`config.mk`:
```
export PLATFORM = sky130hd
export DESIGN_NAME = bpu_upd_sched
export DESIGN_NICKNAME = d
export VERILOG_FILES = /design/src/rtl/bpu_upd_sched.sv
export SDC_FILE = /design/constraint.sdc
export NUM_CORES = 1
export LEC_CHECK = 0
export ABC_CLOCK_PERIOD_IN_PS = 6100
export CORE_MARGIN = 3
export CORE_UTILIZATION = 59
export CTS_CLUSTER_DIAMETER = 50
export DETAILED_ROUTE_END_ITERATION = 8
export PLACE_DENSITY_LB_ADDON = 0.05
export SLEW_MARGIN = 40
export SYNTH_ARGS = -nofsm -noshare
export SYNTH_HDL_FRONTEND = slang
export SYNTH_SLANG_ARGS = --single-unit
```
`constraint.sdc`:
```
create_clock -name i_clk -period 6.1 [get_ports i_clk]
set_input_delay 1.22 -clock i_clk [delete_from_list [all_inputs] [get_ports i_clk]]
set_output_delay 1.22 -clock i_clk [all_outputs]
set_load 0.05 [all_outputs]
```
`src/rtl/bpu_upd_sched.sv`:
```
// bpu_upd_sched: update scheduler for the tournament branch predictor.
// Resolved-branch records enter through a valid/ready handshake and are
// filtered and stored in a small FIFO. At most one entry is drained per
// cycle into registered BTB / PHT / chooser update strobes.
//
// Ports
//   i_clk, i_rst_n        clock, asynchronous active-low reset
//   i_br_*  / o_br_rdy    resolved-branch record input and handshake
//   i_hold                pause draining (queue keeps accepting)
//   i_clr                 synchronous discard of queued and issuing records
//   o_upd_btb_*           BTB write strobe, PC and target
//   o_upd_pht_* / eval    PHT/GHR and chooser update strobes and fields
//   o_q_count             FIFO occupancy
//
// Optional feature macro: BPU_UPD_PERF_CNT_EN
//   Adds o_cnt_cond / o_cnt_mispred saturating performance counters and
//   stores the fetch-time final prediction with each record.
module bpu_upd_sched #(
  parameter  int unsigned PC_WIDTH = 32,
  parameter  int unsigned Q_DEPTH  = 4,
  localparam int unsigned Q_ADDR_W = $clog2(Q_DEPTH)
) (
  input  logic                i_clk,
  input  logic                i_rst_n,
  input  logic                i_br_vld,
  output logic                o_br_rdy,
  input  logic [PC_WIDTH-1:0] i_br_pc,
  input  logic [PC_WIDTH-1:0] i_br_target,
  input  logic                i_br_taken,
  input  logic                i_br_is_cond,
  input  logic                i_br_pred_hit,
  input  logic                i_br_pred_taken,
  input  logic                i_br_pred_glb,
  input  logic                i_br_pred_loc,
  input  logic                i_hold,
  input  logic                i_clr,
  output logic                o_upd_btb_vld,
  output logic [PC_WIDTH-1:0] o_upd_btb_pc,
  output logic [PC_WIDTH-1:0] o_upd_btb_br_addr,
  output logic                o_upd_pht_vld,
  output logic                o_upd_eval_vld,
  output logic [PC_WIDTH-1:0] o_upd_pht_pc,
  output logic                o_upd_pht_taken,
  output logic                o_upd_pht_pred_glb_taken,
  output logic                o_upd_pht_pred_loc_taken,
`ifdef BPU_UPD_PERF_CNT_EN
  output logic [31:0]         o_cnt_cond,
  output logic [31:0]         o_cnt_mispred,
`endif
  output logic [Q_ADDR_W:0]   o_q_count
);

  localparam int unsigned CNT_W = Q_ADDR_W + 1;

  // One stored record; actions are pre-decoded at accept time.
  typedef struct packed {
    logic [PC_WIDTH-1:0] pc;
    logic [PC_WIDTH-1:0] target;
    logic                taken;
    logic                btb_act;
    logic                pht_act;
    logic                eval_act;
    logic                pred_glb;
    logic                pred_loc;
`ifdef BPU_UPD_PERF_CNT_EN
    logic                pred_taken;
`endif
  } entry_t;

  entry_t              mem_q [Q_DEPTH];
  logic [Q_ADDR_W-1:0] wr_ptr_q, wr_ptr_d;
  logic [Q_ADDR_W-1:0] rd_ptr_q, rd_ptr_d;
  logic [CNT_W-1:0]    count_q, count_d;

  entry_t              in_entry_c;
  entry_t              head_c;
  logic                full_c;
  logic                any_act_c;
  logic                push_c;
  logic                pop_c;

  // Output register
  logic                btb_vld_q, btb_vld_d;
  logic                pht_vld_q, pht_vld_d;
  logic                eval_vld_q, eval_vld_d;
  logic [PC_WIDTH-1:0] upd_pc_q, upd_pc_d;
  logic [PC_WIDTH-1:0] upd_tgt_q, upd_tgt_d;
  logic                upd_taken_q, upd_taken_d;
  logic                upd_glb_q, upd_glb_d;
  logic                upd_loc_q, upd_loc_d;

`ifndef BPU_UPD_PERF_CNT_EN
  // The final prediction is only needed by the performance counters.
  logic unused_pred_taken;
  assign unused_pred_taken = i_br_pred_taken;
`endif

  // Record decode and handshake
  always_comb begin
    in_entry_c          = '0;
    in_entry_c.pc       = i_br_pc;
    in_entry_c.target   = i_br_target;
    in_entry_c.taken    = i_br_taken;
    in_entry_c.btb_act  = i_br_taken;
    in_entry_c.pht_act  = i_br_is_cond;
    in_entry_c.eval_act = i_br_is_cond & i_br_pred_hit;
    in_entry_c.pred_glb = i_br_pred_glb;
    in_entry_c.pred_loc = i_br_pred_loc;
`ifdef BPU_UPD_PERF_CNT_EN
    in_entry_c.pred_taken = i_br_pred_taken;
`endif
  end

  assign full_c    = (count_q == CNT_W'(Q_DEPTH));
  assign o_br_rdy  = ~full_c & ~i_clr;
  assign any_act_c = in_entry_c.btb_act | in_entry_c.pht_act | in_entry_c.eval_act;
  // Records with no action are acknowledged but never stored.
  assign push_c    = i_br_vld & o_br_rdy & any_act_c;
  assign pop_c     = (count_q != '0) & ~i_hold & ~i_clr;
  assign head_c    = mem_q[rd_ptr_q];

  // Pointer / occupancy next state
  always_comb begin
    wr_ptr_d = wr_ptr_q;
    rd_ptr_d = rd_ptr_q;
    count_d  = count_q;
    if (i_clr) begin
      wr_ptr_d = '0;
      rd_ptr_d = '0;
      count_d  = '0;
    end else begin
      if (push_c) wr_ptr_d = wr_ptr_q + Q_ADDR_W'(1);
      if (pop_c)  rd_ptr_d = rd_ptr_q + Q_ADDR_W'(1);
      case ({push_c, pop_c})
        2'b10:   count_d = count_q + CNT_W'(1);
        2'b01:   count_d = count_q - CNT_W'(1);
        default: count_d = count_q;
      endcase
    end
  end

  always_ff @(posedge i_clk or negedge i_rst_n) begin
    if (!i_rst_n) begin
      wr_ptr_q <= '0;
      rd_ptr_q <= '0;
      count_q  <= '0;
    end else begin
      wr_ptr_q <= wr_ptr_d;
      rd_ptr_q <= rd_ptr_d;
      count_q  <= count_d;
    end
  end

  // FIFO storage; contents are don't-care until written.
  always_ff @(posedge i_clk) begin
    if (push_c) mem_q[wr_ptr_q] <= in_entry_c;
  end

  // Update output next state: strobes pulse per pop, fields hold otherwise
  always_comb begin
    btb_vld_d   = 1'b0;
    pht_vld_d   = 1'b0;
    eval_vld_d  = 1'b0;
    upd_pc_d    = upd_pc_q;
    upd_tgt_d   = upd_tgt_q;
    upd_taken_d = upd_taken_q;
    upd_glb_d   = upd_glb_q;
    upd_loc_d   = upd_loc_q;
    if (pop_c) begin
      btb_vld_d   = head_c.btb_act;
      pht_vld_d   = head_c.pht_act;
      eval_vld_d  = head_c.eval_act;
      upd_pc_d    = head_c.pc;
      upd_tgt_d   = head_c.target;
      upd_taken_d = head_c.taken;
      upd_glb_d   = head_c.pred_glb;
      upd_loc_d   = head_c.pred_loc;
    end
  end

  always_ff @(posedge i_clk or negedge i_rst_n) begin
    if (!i_rst_n) begin
      btb_vld_q   <= 1'b0;
      pht_vld_q   <= 1'b0;
      eval_vld_q  <= 1'b0;
      upd_pc_q    <= '0;
      upd_tgt_q   <= '0;
      upd_taken_q <= 1'b0;
      upd_glb_q   <= 1'b0;
      upd_loc_q   <= 1'b0;
    end else begin
      btb_vld_q   <= btb_vld_d;
      pht_vld_q   <= pht_vld_d;
      eval_vld_q  <= eval_vld_d;
      upd_pc_q    <= upd_pc_d;
      upd_tgt_q   <= upd_tgt_d;
      upd_taken_q <= upd_taken_d;
      upd_glb_q   <= upd_glb_d;
      upd_loc_q   <= upd_loc_d;
    end
  end

  assign o_upd_btb_vld            = btb_vld_q;
  assign o_upd_pht_vld            = pht_vld_q;
  assign o_upd_eval_vld           = eval_vld_q;
  assign o_upd_btb_pc             = upd_pc_q;
  assign o_upd_pht_pc             = upd_pc_q;
  assign o_upd_btb_br_addr        = upd_tgt_q;
  assign o_upd_pht_taken          = upd_taken_q;
  assign o_upd_pht_pred_glb_taken = upd_glb_q;
  assign o_upd_pht_pred_loc_taken = upd_loc_q;
  assign o_q_count                = count_q;

`ifdef BPU_UPD_PERF_CNT_EN
  // Saturating pop-time counters, cleared by reset and i_clr
  logic [31:0] cnt_cond_q, cnt_cond_d;
  logic [31:0] cnt_misp_q, cnt_misp_d;

  always_comb begin
    cnt_cond_d = cnt_cond_q;
    cnt_misp_d = cnt_misp_q;
    if (i_clr) begin
      cnt_cond_d = '0;
      cnt_misp_d = '0;
    end else if (pop_c) begin
      if (head_c.pht_act && (cnt_cond_q != '1))
        cnt_cond_d = cnt_cond_q + 32'd1;
      if ((head_c.pred_taken != head_c.taken) && (cnt_misp_q != '1))
        cnt_misp_d = cnt_misp_q + 32'd1;
    end
  end

  always_ff @(posedge i_clk or negedge i_rst_n) begin
    if (!i_rst_n) begin
      cnt_cond_q <= '0;
      cnt_misp_q <= '0;
    end else begin
      cnt_cond_q <= cnt_cond_d;
      cnt_misp_q <= cnt_misp_d;
    end
  end

  assign o_cnt_cond    = cnt_cond_q;
  assign o_cnt_mispred = cnt_misp_q;
`endif

endmodule

```
# Word-level counts from Yosys, hierarchy flattened

Memories as Yosys holds them, arrays and structs flattened.
Index checks and enable logic that the tools add are counted.

Bits of input ports: 75
Latch bits: 0
Logic and storage cells: 45
Register bits after elaboration: 77
RAM bits: 280
ROM bits: 0
Memories: 1

Memories:

| name  | words | bits a word | rd ports | clocked after memory_dff | wr ports | line | text |
|---|---|---|---|---|---|---|---|
| mem_q | 4     | 70          | 1        | 0                        | 1        | 70   | `entry_t mem_q [Q_DEPTH];` |

Multiplexer cells: 11
Add/sub/neg operators: 4
Multiply operators: 0
Bitwise operators: 11
$lt $le $gt $ge: 0
Equal/unequal tests: 3
Shift-type cells: 0
Reduce and logical (&&, ||, !) cells: 4
Div/mod/pow operators: 0

Operators by type and width:

| operator              | count |
|---|---|
| $mux W2               | 4 |
| $and A1 B1 Y1         | 6 |
| $pmux W3 S2           | 1 |
| $reduce_bool A3 Y1    | 2 |
| $mux W1               | 5 |
| $add A2 B1 Y2 const B | 2 |
| $reduce_bool A2 Y1    | 2 |
| $add A3 B1 Y3 const B | 1 |
| $eq A3 B3 Y1 const B  | 1 |
| $mux W3               | 1 |
| $not A1 Y1            | 3 |
| $sub A3 B1 Y3 const B | 1 |
| $eq A2 B1 Y1 const B  | 1 |
| $eq A2 B2 Y1 const B  | 1 |
| $or A1 B1 Y1          | 2 |

# Logic depth before layout (Yosys ltp)

Word-level depth: 8
Depth in mapped cells: 9
Gate-level depth less buffers: 7

# Worst setup path before layout

No wires, ideal clock.

Path type: input -> register
Start point: input port i_clr
End point: memory mem_q[0][0] (netlist name), enable pin
Path slack: 2.003 ns
Arrival: 3.662 ns
Setup time: 0.435 ns
Path buffers: 2
Cell stages on the path: 5
Required time: 5.665 ns
Path through: buf_2 -> nand2b_4 -> a211oi_2 -> buf_2 -> and2_1

Word-level cells in the longest chain between the ends: 6

RTL lines:

| element                       | line | text |
|---|---|---|
| start, declared               | 36   | `input logic i_clr,` |
| $not A1 Y1                    | 115  | `assign o_br_rdy = ~full_c & ~i_clr;` |
| $and A1 B1 Y1                 | 115  |  |
| $and A1 B1 Y1 (2 in series)   | 118  | `assign push_c = i_br_vld & o_br_rdy & any_act_c;` |
| $mux W1                       | 156  | `if (push_c) mem_q[wr_ptr_q] <= in_entry_c;` |
| $mux W1 (implied by the code) | 156  |  |
| end, declared                 | 70   |  |

Every way passes these cells.

# Worst setup path in the final report

Start point: input port i_clr
End point: output port o_br_rdy

Word-level cells in the longest chain between the ends: 2

RTL lines:

| element       | line | text |
|---|---|---|
| $not A1 Y1    | 115  |  |
| $and A1 B1 Y1 | 115  |  |
| end, declared | 26   | `output logic o_br_rdy,` |

Every way passes these cells.

==> impl_metrics.env <==
export IMPL_outcome="complete, no violations"
export IMPL_synth_largest_type_area_fraction=0.609
export IMPL_avgRoutedWirePerCell_um=22.8
export IMPL_first_global_vias=6759
export IMPL_io_pins=181
export IMPL_post_synth_and_or_nand_nor_area_fraction=0.0128
export IMPL_critical_path_endpoint_type="primary output"
export IMPL_finish_net_count=853
export IMPL_combinational_family_with_the_most_area_after_synthesis="multiplexers"
export IMPL_worstSetupStartpointType="input port"
export IMPL_r2r_path_start="o_q_count[2]$_DFFE_PN0P_"
export IMPL_max_clock_path_buffers=3
export IMPL_timing_slew_headroom=0.489
export IMPL_yosys_warnings=0
export IMPL_grt_antenna_before_repair=1
export IMPL_max_cap_violations=0
export IMPL_power_leakage_nw=5.89
export IMPL_grt_pass1_wl_um=38800
export IMPL_synth_lib_cells_used_distinct=35
export IMPL_r2r_setup_slack_ns=3.25
export IMPL_most_common_cell_after_layout_fill_and_taps_aside="edfxtp_1"
export IMPL_critical_path_startpoint="i_clr"
export IMPL_place_gp_congestion=0.713
export IMPL_grt_max_degree=47
export IMPL_instances_no_fill=1081
export IMPL_worst_slew_pin_slew_ns=0.767
export IMPL_clock_insertion_delay_worst_skew_ns=0.50
export IMPL_class_of_the_most_critical_hold_timing_path="flip-flop to flip-flop"
export IMPL_overflow=0
export IMPL_cp_endpoint="o_br_rdy"
export IMPL_timing_reg2reg_worst_path_depth=7
export IMPL_post_syn_area_per_cell_um2=22.7
export IMPL_adder_cell_area_share_of_the_yosys_netlist=0.00514
export IMPL_track_usage=0.206
export IMPL_critical_path_arrival_ns=2.91
export IMPL_floorplan_initialDensity=0.613
export IMPL_detailed_place_hpwl_um=15300
export IMPL_cts_buffers=37
export IMPL_worstPathMaxFanout=10
export IMPL_detail_route_wirelength_um=24600
export IMPL_core_area_mm2=0.0222
export IMPL_via_count=6235
export IMPL_cts_sinks=353
export IMPL_irDropWorstVdd_v=0.000359
export IMPL_cts_repair_resized=0
export IMPL_dp_cells=1014
export IMPL_hold_violations=0
export IMPL_synth_net_count=679
export IMPL_cts_tree="done"
export IMPL_final_max_slew_violation_count=0
export IMPL_layout_common_cells="edfxtp_1 (276), clkdlybuf4s50_1 (178), dfrtp_1 (75), mux4_2 (69), mux2_4 (65)"
export IMPL_clock_fmax_mhz=242
export IMPL_synth_top_cells_by_area="edfxtp_1 (61%), dfrtp_1 (14%), mux4_2 (11%)"
export IMPL_die_width_um=158
export IMPL_cts_reportedPaths_clkPinSlew_ns=0.06
export IMPL_synthesis_instances=599
export IMPL_syn_cell_area_mm2=0.0136
export IMPL_number_of_synthesized_register_bits=353
export IMPL_post_route_period_util=0.678
export IMPL_synth_compound_area_share=0.00634
export IMPL_cp_data_required_time_ns=4.88
export IMPL_final_layout_size_suffix_gt1_frac=0.263
export IMPL_cts_root_buf="clkbuf_16"
export IMPL_post_cts_setup_buffer_count=0
export IMPL_report_power_total_mw=8.39
export IMPL_dieHeight_um=158
export IMPL_setup_repair_after_global_routing_missed_its_margin="false"
export IMPL_dieArea_mm2=0.0249
export IMPL_synth_mux_area_fraction=0.189
export IMPL_h_tree_depth=2
export IMPL_yosysTopAreaCell="edfxtp_1"
export IMPL_yosys_area_share_xor_xnor=0.00193
export IMPL_rows=54
export IMPL_port_buffer_count=179
export IMPL_power_density_mw_per_mm2=503
export IMPL_vias_per_cell=5.77
export IMPL_skew_ns=0.0142
export IMPL_crit_reg2reg_capture="o_q_count[2]$_DFFE_PN0P_"
export IMPL_final_setup_viol_count=0
export IMPL_area_growth_pct=22.3
export IMPL_dr_first_iter_drc_count=313
export IMPL_totalNegativeSetupSlack_ns=0
export IMPL_ys_seq_area_frac=0.750
export IMPL_route_antenna_remaining_nets=0
export IMPL_fin_crit_ns=4.13
export IMPL_cts_hold_repair_buffers=0
export IMPL_drt_first_pass_iters=4
export IMPL_critical_path_class="input port to primary output"
export IMPL_drc_violations_left=0
## worst max-delay path, stage by stage
cell and delay [ns]:
clkdlybuf4s50_1 0.61, a21oi_1 0.24, clkdlybuf4s50_1 0.83
## flip-flops by register name, summed over array words and instances, names as in the netlist
name and flops:
o_upd_btb_vld 1, o_upd_pht_taken 1, rd_ptr_q 2, o_upd_eval_vld 1, o_q_count 3, wr_ptr_q 2, o_upd_btb_pc 32, mem_q 276
o_upd_btb_br_addr 32, o_upd_pht_vld 1, o_upd_pht_pred_glb_taken 1, o_upd_pht_pred_loc_taken 1
## layer usage
metal | part of all wire | up-vias | global-route usage
li1 | - | 2735 | -
met1 | 0.41 | 3283 | 0.281
met2 | 0.51 | 184 | 0.345
met3 | 0.062 | 31 | 0.0508
met4 | 0.016 | 2 | 0.0475
met5 | 0.00053 | - | 0
## logic make-up after synthesis
group                    after synthesis
flip-flops                           353
multiplexers                         138
buffers and inverters                 61
AND/OR/NAND/NOR                       29
AO/OA/AOI/OAI                         10
adder cells (fa/ha/maj)                5
XOR/XNOR                               3
## Yosys cell counts, drive strengths merged
cell       n
and2       5
o21a       1
nand2      2
o2bb2ai    1
a221o      1
a21oi      1
dfrtp     77
or3        1
a32o       1
inv        3
a211oi     1
clkbuf     7
xnor2      3
nand2b     1
edfxtp   276
mux2i      2
nor2       9
o31ai      2
nor3b      3
buf       51
a21o       1
ha         4
nor2b      3
fa         1
mux2      67
mux4      69
a311o      1
nor4b      2
or2b       1
nor3       2
## worst min-delay path by stage
stage                                       from                                 to  slack (ns)  cells after the start
6_report             o_upd_pht_taken$_DFFE_PN0P_        o_upd_pht_taken$_DFFE_PN0P_        0.49                      1
5_1_grt        o_upd_btb_br_addr[12]$_DFFE_PN0P_  o_upd_btb_br_addr[12]$_DFFE_PN0P_        0.53                      1
4_1_cts              o_upd_pht_taken$_DFFE_PN0P_        o_upd_pht_taken$_DFFE_PN0P_        0.49                      1
3_5_place_dp         o_upd_pht_taken$_DFFE_PN0P_        o_upd_pht_taken$_DFFE_PN0P_        0.47                      1
3_3_place_gp         o_upd_pht_taken$_DFFE_PN0P_        o_upd_pht_taken$_DFFE_PN0P_        0.46                      1
2_1_floorplan            wr_ptr_q[0]$_DFFE_PN0P_            wr_ptr_q[0]$_DFFE_PN0P_        0.50                      1
## layout make-up
cell class	count	area, µm²
Clock inverter	15	85.1
Multi-Input combinational cell	185	2950
Fill cell	1260	5570
Sequential cell	353	10200
Antenna cell	1	2.50
Inverter	3	11.3
Timing Repair Buffer	193	2040
Tap cell	280	350
Clock buffer	51	998
## stage by stage
stage | hold WS [ns] | instance area [µm²] | utilization | setup slack [ns]
after global routing | 0.525 | 16700 | 0.749 | 1.92
after detailed placement | 0.474 | 15600 | 0.700 | 1.99
after CTS | 0.488 | 16700 | 0.749 | 1.97
after floorplan | 0.503 | 13600 | - | 2.00
after global placement | 0.463 | 15300 | 0.690 | 1.90
final | 0.485 | 16700 | 0.750 | 1.97
## power breakdown
part | internal [mW] | switching (mW) | leakage, nW
clock | 1.15 | 0.853 | 0.525
sequential | 2.93 | 0.266 | 3.43
combinational | 1.35 | 1.84 | 1.94
total | 5.43 | 2.96 | 5.89
Power figures use the tool's default switching activity.
